**src/rtl/fetch_sequencer_pkg.sv**
```systemverilog
// Shared definitions for the fetch sequencer: FSM state encodings,
// the PC increment and the default reset/exception vectors.
package fetch_sequencer_pkg;

  typedef enum logic [1:0] {
    ST_IDLE  = 2'd0,
    ST_RUN   = 2'd1,
    ST_STALL = 2'd2,
    ST_FLUSH = 2'd3
  } fetch_state_t;

  localparam logic [31:0] PC_INC           = 32'd4;
  localparam logic [31:0] DEF_RESET_VECTOR = 32'h0000_0000;
  localparam logic [31:0] DEF_EXC_VECTOR   = 32'h0000_0080;

endpackage

```
**src/rtl/fetch_sequencer.sv**
```systemverilog
// Fetch sequencer: owns the PC, advances it by 4, holds on decode stall,
// and redirects from EX followed by FLUSH_BUBBLES invalid fetch cycles.
// Optional macro FETCH_ALIGN_CHECK_EN: misaligned redirect targets are sent
// to EXC_VECTOR with a one-cycle MisalignErr pulse. Without it the low two
// target bits are cleared and MisalignErr stays 0.
module fetch_sequencer
  import fetch_sequencer_pkg::*;
#(
  parameter logic [31:0] RESET_VECTOR  = DEF_RESET_VECTOR,
  parameter logic [31:0] EXC_VECTOR    = DEF_EXC_VECTOR,
  parameter int          FLUSH_BUBBLES = 1
) (
  input  logic        Clk,
  input  logic        Reset,
  input  logic        Stall,
  input  logic        Redirect,
  input  logic [31:0] RedirectTarget,
  output logic [31:0] Address,
  output logic        FetchValid,
  output logic        Flush,
  output logic [31:0] FetchCount,
  output logic        MisalignErr
);

  // Counter is loaded with bubbles-1 and exits FLUSH on the edge it reads 0.
  localparam logic [1:0] BUB_LOAD = 2'(FLUSH_BUBBLES - 1);

  fetch_state_t r_state, w_state_n;
  logic [31:0]  r_addr, w_addr_n;
  logic [31:0]  r_cnt, w_cnt_n;
  logic [1:0]   r_bub, w_bub_n;
  logic         r_fv, w_fv_n;
  logic         r_flush, w_flush_n;
  logic         r_mis, w_mis_n;
  logic         w_take_redirect;
  logic         w_misalign;
  logic [31:0]  w_tgt;

`ifdef FETCH_ALIGN_CHECK_EN
  assign w_misalign = |RedirectTarget[1:0];
  assign w_tgt      = w_misalign ? EXC_VECTOR : RedirectTarget;
`else
  logic w_unused_align;
  assign w_unused_align = ^{RedirectTarget[1:0], EXC_VECTOR};
  assign w_misalign     = 1'b0;
  assign w_tgt          = {RedirectTarget[31:2], 2'b00};
`endif

  // Next-state and next-output logic; Redirect beats Stall in every live state.
  always_comb begin
    w_state_n       = r_state;
    w_addr_n        = r_addr;
    w_cnt_n         = r_cnt;
    w_bub_n         = r_bub;
    w_fv_n          = r_fv;
    w_flush_n       = r_flush;
    w_mis_n         = 1'b0;
    w_take_redirect = 1'b0;
    unique case (r_state)
      ST_IDLE: begin
        w_state_n = ST_RUN;
        w_fv_n    = 1'b1;
        w_flush_n = 1'b0;
      end
      ST_RUN: begin
        if (Redirect) begin
          w_take_redirect = 1'b1;
        end else if (Stall) begin
          w_state_n = ST_STALL;
        end else begin
          w_addr_n = r_addr + PC_INC;
          w_cnt_n  = r_cnt + 32'd1;
        end
      end
      ST_STALL: begin
        if (Redirect) begin
          w_take_redirect = 1'b1;
        end else if (!Stall) begin
          w_addr_n  = r_addr + PC_INC;
          w_cnt_n   = r_cnt + 32'd1;
          w_state_n = ST_RUN;
        end
      end
      ST_FLUSH: begin
        if (Redirect) begin
          w_take_redirect = 1'b1;
        end else if (r_bub == 2'd0) begin
          w_state_n = ST_RUN;
          w_fv_n    = 1'b1;
          w_flush_n = 1'b0;
        end else begin
          w_bub_n = r_bub - 2'd1;
        end
      end
    endcase
    if (w_take_redirect) begin
      w_addr_n  = w_tgt;
      w_fv_n    = 1'b0;
      w_flush_n = 1'b1;
      w_bub_n   = BUB_LOAD;
      w_state_n = ST_FLUSH;
      w_mis_n   = w_misalign;
    end
  end

  // State and output registers with synchronous active-low reset.
  always_ff @(posedge Clk) begin
    if (!Reset) begin
      r_state <= ST_IDLE;
      r_addr  <= RESET_VECTOR;
      r_cnt   <= 32'd0;
      r_bub   <= 2'd0;
      r_fv    <= 1'b0;
      r_flush <= 1'b0;
      r_mis   <= 1'b0;
    end else begin
      r_state <= w_state_n;
      r_addr  <= w_addr_n;
      r_cnt   <= w_cnt_n;
      r_bub   <= w_bub_n;
      r_fv    <= w_fv_n;
      r_flush <= w_flush_n;
      r_mis   <= w_mis_n;
    end
  end

  assign Address     = r_addr;
  assign FetchValid  = r_fv;
  assign Flush       = r_flush;
  assign FetchCount  = r_cnt;
  assign MisalignErr = r_mis;

endmodule

```
**config.mk**
```make
export PLATFORM = sky130hd
export DESIGN_NAME = fetch_sequencer
export DESIGN_NICKNAME = d
export VERILOG_FILES = /design/src/rtl/fetch_sequencer_pkg.sv /design/src/rtl/fetch_sequencer.sv
export SDC_FILE = /design/constraint.sdc
export NUM_CORES = 1
export LEC_CHECK = 0
export CORE_ASPECT_RATIO = 0.75
export CORE_MARGIN = 4
export CORE_UTILIZATION = 49
export DETAILED_ROUTE_END_ITERATION = 10
export PLACE_DENSITY = 0.81
export SLEW_MARGIN = 20
export SYNTH_ARGS = -nofsm -noshare
export SYNTH_HDL_FRONTEND = slang
export SYNTH_SLANG_ARGS = --single-unit
```
**constraint.sdc**
```tcl
create_clock -name Clk -period 2.9 [get_ports Clk]
set_input_delay 0.58 -clock Clk [delete_from_list [all_inputs] [get_ports Clk]]
set_output_delay 0.58 -clock Clk [all_outputs]
set_load 0.02 [all_outputs]
```
==> out/qor.csv, run 1 <==
stage,metric,value,unit
run_status,status,finished clean,
power,comb_power_share,31.3,%
detailed_routing,antenna_left,0,
critical_path,worstPathRequired,3.18,ns
yosys,syn_area,3880,um2
clocking,cts_resized,0,
detailed_routing,routedWlPerCell,16.7,um
timing,worstMarginPinSlew,0.624,ns
clocking,htreeDepth,3,
global_route,grt_usage,24.0,%
finish,antennaDiodeCount,0,
finish,area_delta_synth_final,34.6,%
clocking,post_cts_buffers,0,
clocking,path_clk_slew,0.08,ns
detailed_routing,routed_via_density,5.95,
power,p_total,0.00309,W
placed_design,portBuffers,97,
power,powerDensity,591,nW/um2
critical_path,worstSetupStartpointType,register,
detailed_routing,wirelength,11500,um
yosys,synth_cell_types,57,
global_route,grt_pass1_wl,18900,um
detailed_routing,dr.pass1.iters,5,
yosys,synth_top_cell_by_area,dfxtp_1,
die,die_h,85.1,um
finish,fin_nets,627,
yosys,synth_area_leaders,"dfxtp_1 (35%), xnor2_1 (4.7%), nor2_1 (4.6%)",
power,p_sw_share,34.4,%
timing,slew_headroom,58.2,%
timing,skew,0.0101,ns
placed_design,dpl-instance-area,4980,um2
power,pwr-share-seq,37.7,%
power,intPower,0.00202,W
timing,whs,0.516,ns
finish,drive_gt1_share,6.29,%
global_route,antenna_found_initial,0,
yosys,synth_seq_area_share,35.1,%
clocking,cts_buffer_depth,2,
timing,setup_tns,0,ns
power,p_switching,0.00106,W
timing,fmax,399,MHz
die,start_util,51.5,%
detailed_routing,drc,0,
yosys,yosysWarningCount,0,
placed_design,gp_congestion,0.908,
yosys,synth_async_sr_flop_share,0,%
yosys,synth_edf_count,0,
yosys,avgSynthCellArea,7.87,um2
finish,final_area,5220,um2
timing,min_period_over_period,86.3,%
die,die_x,111,um
yosys,synth_most_common_cell,dfxtp_1,
die,die_area,9420,um2
die,placeableCoreArea,7530,um2
clocking,clock-sinks,68,
detailed_routing,vias,4102,
clocking,postCtsHoldBufs,0,
finish,n_fill_cell,597,
critical_path,rrSetupSlack,0.40,ns
timing,grt_setup_unrepaired,false,
yosys,synth_top_area_share,35.1,%
timing,finalHoldViolations,0,
critical_path,critical_path_class,reg -> reg,
yosys,synth-main-ff-cell,dfxtp_1,
timing,period_minus_slack,2.50,ns
yosys,ys_top_cells_by_count,"dfxtp_1 (68), nor2_1 (48), nand2_1 (44), nand3_1 (32), a21oi_1 (26)",
min_path,hp-class,reg -> reg,
critical_path,path_max_fanout,7,
die,rows,27,
detailed_routing,drt_iter0_drc,284,
global_route,grt_max_degree,48,
critical_path,end_kind,register,
timing,final-setup-viol-count,0,
power,p_clk_share,31.0,%
yosys,synth-seq-cells,68,
clocking,cts_tree,built,
timing,maxSlewViolCount,0,
clocking,root_buffer,clkbuf_8,
global_route,grt-ovfl-total,0,
flow_run,max_cap_viol_count,0,
global_route,grt_pass1_vias,3802,
clocking,insertion_delay,0.35,ns
critical_path,worstPathArrival,2.78,ns
clocking,numCtsBuffers,9,
die,io_pins,103,
placed_design,post-dp-hpwl,8180,um
yosys,synthCells,493,
power,max-vdd-ir-drop,0.474,mV
power,leakage,1.78,nW
==> final cells by class <==
type / instances / area, um2 / share of cell area [%]
Clock buffer: 10 / 128 / 2.44
Timing Repair Buffer: 110 / 1110 / 21.2
Clock inverter: 6 / 113 / 2.16
Tap cell: 101 / 126 / 2.42
Inverter: 15 / 56.3 / 1.08
Sequential cell: 68 / 1360 / 26.1
Multi-Input combinational cell: 379 / 2330 / 44.6
==> cells in the final DEF, fill, tap and decap left out, types with 3 or more instances in the layout <==
cell type / synthesis / final
clkdlybuf4s50_1: 0 / 97
dfxtp_1: 68 / 68
nor2_1: 48 / 48
nand2_1: 44 / 44
nand3_1: 32 / 32
a21oi_1: 26 / 26
o21ai_0: 24 / 24
nor4_1: 21 / 21
xnor2_1: 21 / 21
inv_1: 15 / 15
nand4_1: 15 / 15
nor3_1: 15 / 15
and3_1: 11 / 11
a31oi_1: 10 / 10
a22oi_1: 10 / 10
buf_4: 3 / 10
and4_1: 9 / 9
clkbuf_8: 0 / 9
ha_1: 8 / 8
and2_1: 7 / 7
xor2_1: 7 / 7
mux2i_1: 6 / 6
or3_1: 5 / 5
nor3b_1: 4 / 4
o22ai_1: 4 / 4
a311oi_1: 4 / 4
nand2b_1: 3 / 3
nand4_2: 3 / 3
or4_1: 3 / 3
a211oi_1: 3 / 3
conb_1: 1 / 3
bufinv_16: 0 / 3
buf_12: 0 / 3
==> critical path: stages, from the launching register on <==
cell     delay (ns)
dfxtp_1        0.45
ha_1           0.30
nand4_2        0.21
nor4_4         0.59
nand4_2        0.21
or4_1          0.49
a31oi_1        0.17
==> state kept, by name, indices dropped and copies added, names as in the netlist <==
name / count
FetchCount: 32
Address: 30
r_bub: 2
r_state: 2
FetchValid: 1
Flush: 1
==> metal layers <==
| metal | share of wire [%] | up-vias | track usage (%) |
|---|---|---|---|
| met1 | 44 | 1900 | 32.0 |
| met2 | 46 | 190 | 37.6 |
| met4 | 1.5 | 0 | 7.05 |
| met3 | 8.8 | 17 | 7.41 |
| met5 | 0 | - | 0 |
| li1 | - | 1995 | - |
==> worst paths after layout <==
| kind | from | endpoint | cells past startpoint |
|---|---|---|---|
| worst min-delay path | Flush$_SDFFE_PN0P_ | Flush$_SDFFE_PN0P_ | 2 |
| worst min register to register | Flush$_SDFFE_PN0P_ | Flush$_SDFFE_PN0P_ | 2 |
| worst max-delay path | Address[2]$_SDFFE_PN0P_ | Address[30]$_SDFFE_PN0P_ | 6 |
| worst max register to register | Address[2]$_SDFFE_PN0P_ | Address[30]$_SDFFE_PN0P_ | 6 |
==> power groups by stage <==
| stage | clock, W | sequential (W) | combinational, W |
|---|---|---|---|
| after floorplan | 0 | 0.00124 | 0.000476 |
| after CTS | 0.000970 | 0.00116 | 0.000959 |
| after global placement | 0 | 0.00117 | 0.000929 |
| final | 0.000956 | 0.00116 | 0.000967 |
| after global routing | 0.00102 | 0.00117 | 0.00104 |
| after detailed placement | 0 | 0.00118 | 0.000951 |
==> cells by family after synthesis <==
| logic type | Yosys count | synth area share (%) |
|---|---|---|
| DFF | 68 | 35.1 |
| xor gates and xnor gates | 28 | 6.32 |
| AOI/OAI and AO/OA | 105 | 17.5 |
| other | 1 | 0.0967 |
| muxes | 6 | 1.55 |
| and+or+nand+nor | 229 | 31.8 |
| adders and majority gates | 8 | 2.58 |
| buffers and inverters | 48 | 5.06 |
==> through the flow <==
stage	setup slack [ns]	utilization [%]	cells
finish	0.396	69.3	689
global route	0.258	69.3	689
CTS	0.435	69.3	689
detailed placement	0.239	66.1	673
global placement	0.295	66.1	673
floorplan	0.705	-	495
Note: power is estimated with default switching activity, not from simulation.
==> run 2, diff against run 1 <==
--- a/config.mk
+++ b/config.mk
@@ -7,9 +7,10 @@
 export LEC_CHECK = 0
 export CORE_ASPECT_RATIO = 0.75
 export CORE_MARGIN = 4
-export CORE_UTILIZATION = 49
+export CORE_UTILIZATION = 25
 export DETAILED_ROUTE_END_ITERATION = 10
-export PLACE_DENSITY = 0.81
+export PLACE_DENSITY = 0.5
+export REMOVE_ABC_BUFFERS = 1
 export SLEW_MARGIN = 20
 export SYNTH_ARGS = -nofsm -noshare
 export SYNTH_HDL_FRONTEND = slang
==> run 2 against run 1 <==
  * Worst hold slack got worse by 0.012 ns
  * Count of clock-buffer cells in the layout increased by 1
  * Sequential share of layout area decreased by 0.82 points
  * Non-clock buffer count increased by 4
  * Utilization decreased by 34 points
  * Via count decreased by 3.6%
  * Global-route usage decreased by 10 points
  * Register-to-register slack got worse by 0.04 ns
  * Design area increased by 3.2%
  * Largest power group unchanged
==> out/qor.csv, run 2 (synthesis results as in run 1) <==
stage,metric,value,unit
global_route,grt_pass1_wl,20000,um
critical_path,worstPathArrival,2.80,ns
detailed_routing,vias,3954,
critical_path,end_kind,register,
detailed_routing,wirelength,12700,um
timing,worstMarginPinSlew,0.708,ns
placed_design,dpl-instance-area,5130,um2
clocking,postCtsHoldBufs,0,
detailed_routing,routedWlPerCell,16.0,um
clocking,numCtsBuffers,9,
global_route,grt_max_degree,48,
power,max-vdd-ir-drop,0.220,mV
die,rows,39,
finish,antennaDiodeCount,0,
clocking,clock-sinks,68,
timing,grt_setup_unrepaired,false,
timing,slew_headroom,52.6,%
die,placeableCoreArea,15200,um2
timing,finalHoldViolations,0,
finish,final_area,5390,um2
run_status,status,finished clean,
placed_design,dpl.cell_count,781,
power,leakage,1.80,nW
timing,final-setup-viol-count,0,
clocking,path_clk_slew,0.06,ns
timing,fmax,393,MHz
global_route,top_usage_layer,met2,
critical_path,critical_path_class,reg -> reg,
critical_path,path_max_fanout,7,
finish,drive_gt1_share,6.78,%
die,die_x,152,um
timing,setup_tns,0,ns
detailed_routing,antenna_left,0,
global_route,grt-ovfl-total,0,
min_path,hp-class,reg -> reg,
global_route,grt_pass1_vias,3651,
die,io_pins,103,
placed_design,gp_congestion,0.805,
clocking,htreeDepth,3,
critical_path,timing.rr.start,Address[2]$_SDFFE_PN0P_,
critical_path,worstPathRequired,3.15,ns
power,powerDensity,576,nW/um2
finish,fin_nets,631,
finish,largest_reg_flops,32,
min_path,worstHoldStart,r_bub[1]$_SDFFE_PP0P_,
global_route,antenna_found_initial,0,
critical_path,crit_start,Address[2]$_SDFFE_PN0P_,
global_route,grt_util_met1,20.3,%
timing,min_period_over_period,87.7,%
finish,layout_common_cells,"clkdlybuf4s50_1 (97), dfxtp_1 (68), nor2_1 (48), nand2_1 (44), nand3_1 (32)",
timing,maxSlewViolCount,0,
finish,n_fill_cell,1597,
die,die_area,17600,um2
placed_design,portBuffers,97,
finish,multi_input_area,2330,um2
clocking,post_cts_buffers,0,
finish,layout_commonest_cell,clkdlybuf4s50_1,
clocking,insertion_delay,0.32,ns
critical_path,worstSetupStartpointType,register,
die,start_util,25.5,%
global_route,grt_usage,13.9,%
placed_design,post-dp-hpwl,9350,um
clocking,cts_resized,0,
timing,skew,0.00473,ns
detailed_routing,routed_via_density,4.97,
detailed_routing,drc,0,
clocking,cts_buffer_depth,2,
clocking,cts_tree,built,
flow_run,max_cap_viol_count,0,
finish,regArea,1360,um2
finish,layout.cells.non_filler,795,
clocking,root_buffer,clkbuf_16,
timing,period_minus_slack,2.54,ns
global_route,globalRouteMet3Util,2.50,%
finish,area_delta_synth_final,39.0,%
global_route,grt_util_met2,21.5,%
die,die_h,116,um
detailed_routing,dr.pass1.iters,5,
power,p_total,0.00311,W
detailed_routing,drt_iter0_drc,255,
[run 2: changes by cell type in the layout (fill, tap and decap cells not counted), sizes merged]
cell	delta
clkinv	+1
inv	-1
buf	+4
bufinv	-3
clkbuf	+1
[run 2: metrics by stage]
stage	util [%]	worst slack (ns)	hold slack (ns)
detailed placement	33.7	0.147	0.501
floorplan	-	0.0219	0.478
finish	35.4	0.357	0.504
global placement	33.7	0.197	0.490
CTS	35.4	0.395	0.512
global route	35.4	0.227	0.558
[run 2: worst paths after layout]
check	endpoint	depth (start not counted)	slack, ns
setup / recovery	Address[30]$_SDFFE_PN0P_	6	0.36
hold / removal	r_bub[1]$_SDFFE_PP0P_	2	0.50
setup reg to reg	Address[30]$_SDFFE_PN0P_	6	0.36
hold reg to reg	r_bub[1]$_SDFFE_PP0P_	2	0.50
[run 2: layout make-up]
class	count	share of cell area, %
Multi-Input combinational cell	379	43.3
Sequential cell	68	25.3
Timing Repair Buffer	114	20.8
Tap cell	205	4.76
Clock buffer	11	4.50
Inverter	15	1.04
Clock inverter	3	0.279
[run 2: where the power goes]
part           leakage, nW  total (W)  switching [W]  internal [W]
logic                 1.12   0.000965       0.000546      0.000419
clock network        0.131   0.000981       0.000393      0.000588
registers            0.551    0.00116       0.000136       0.00102
[run 2: routing by layer]
| layer | part of all wire, % | vias to the layer above |
|---|---|---|
| met5 | 0 | - |
| met4 | 0.89 | 0 |
| met3 | 4.2 | 10 |
| met2 | 44 | 82 |
| met1 | 51 | 1865 |
| li1 | - | 1997 |
[run 2: worst max-delay path: stages (launching register included)]
cell,delay [ns]
dfxtp_1,0.46
ha_1,0.33
nand4_2,0.24
nor4_4,0.54
nand4_2,0.22
or4_1,0.50
a31oi_1,0.17
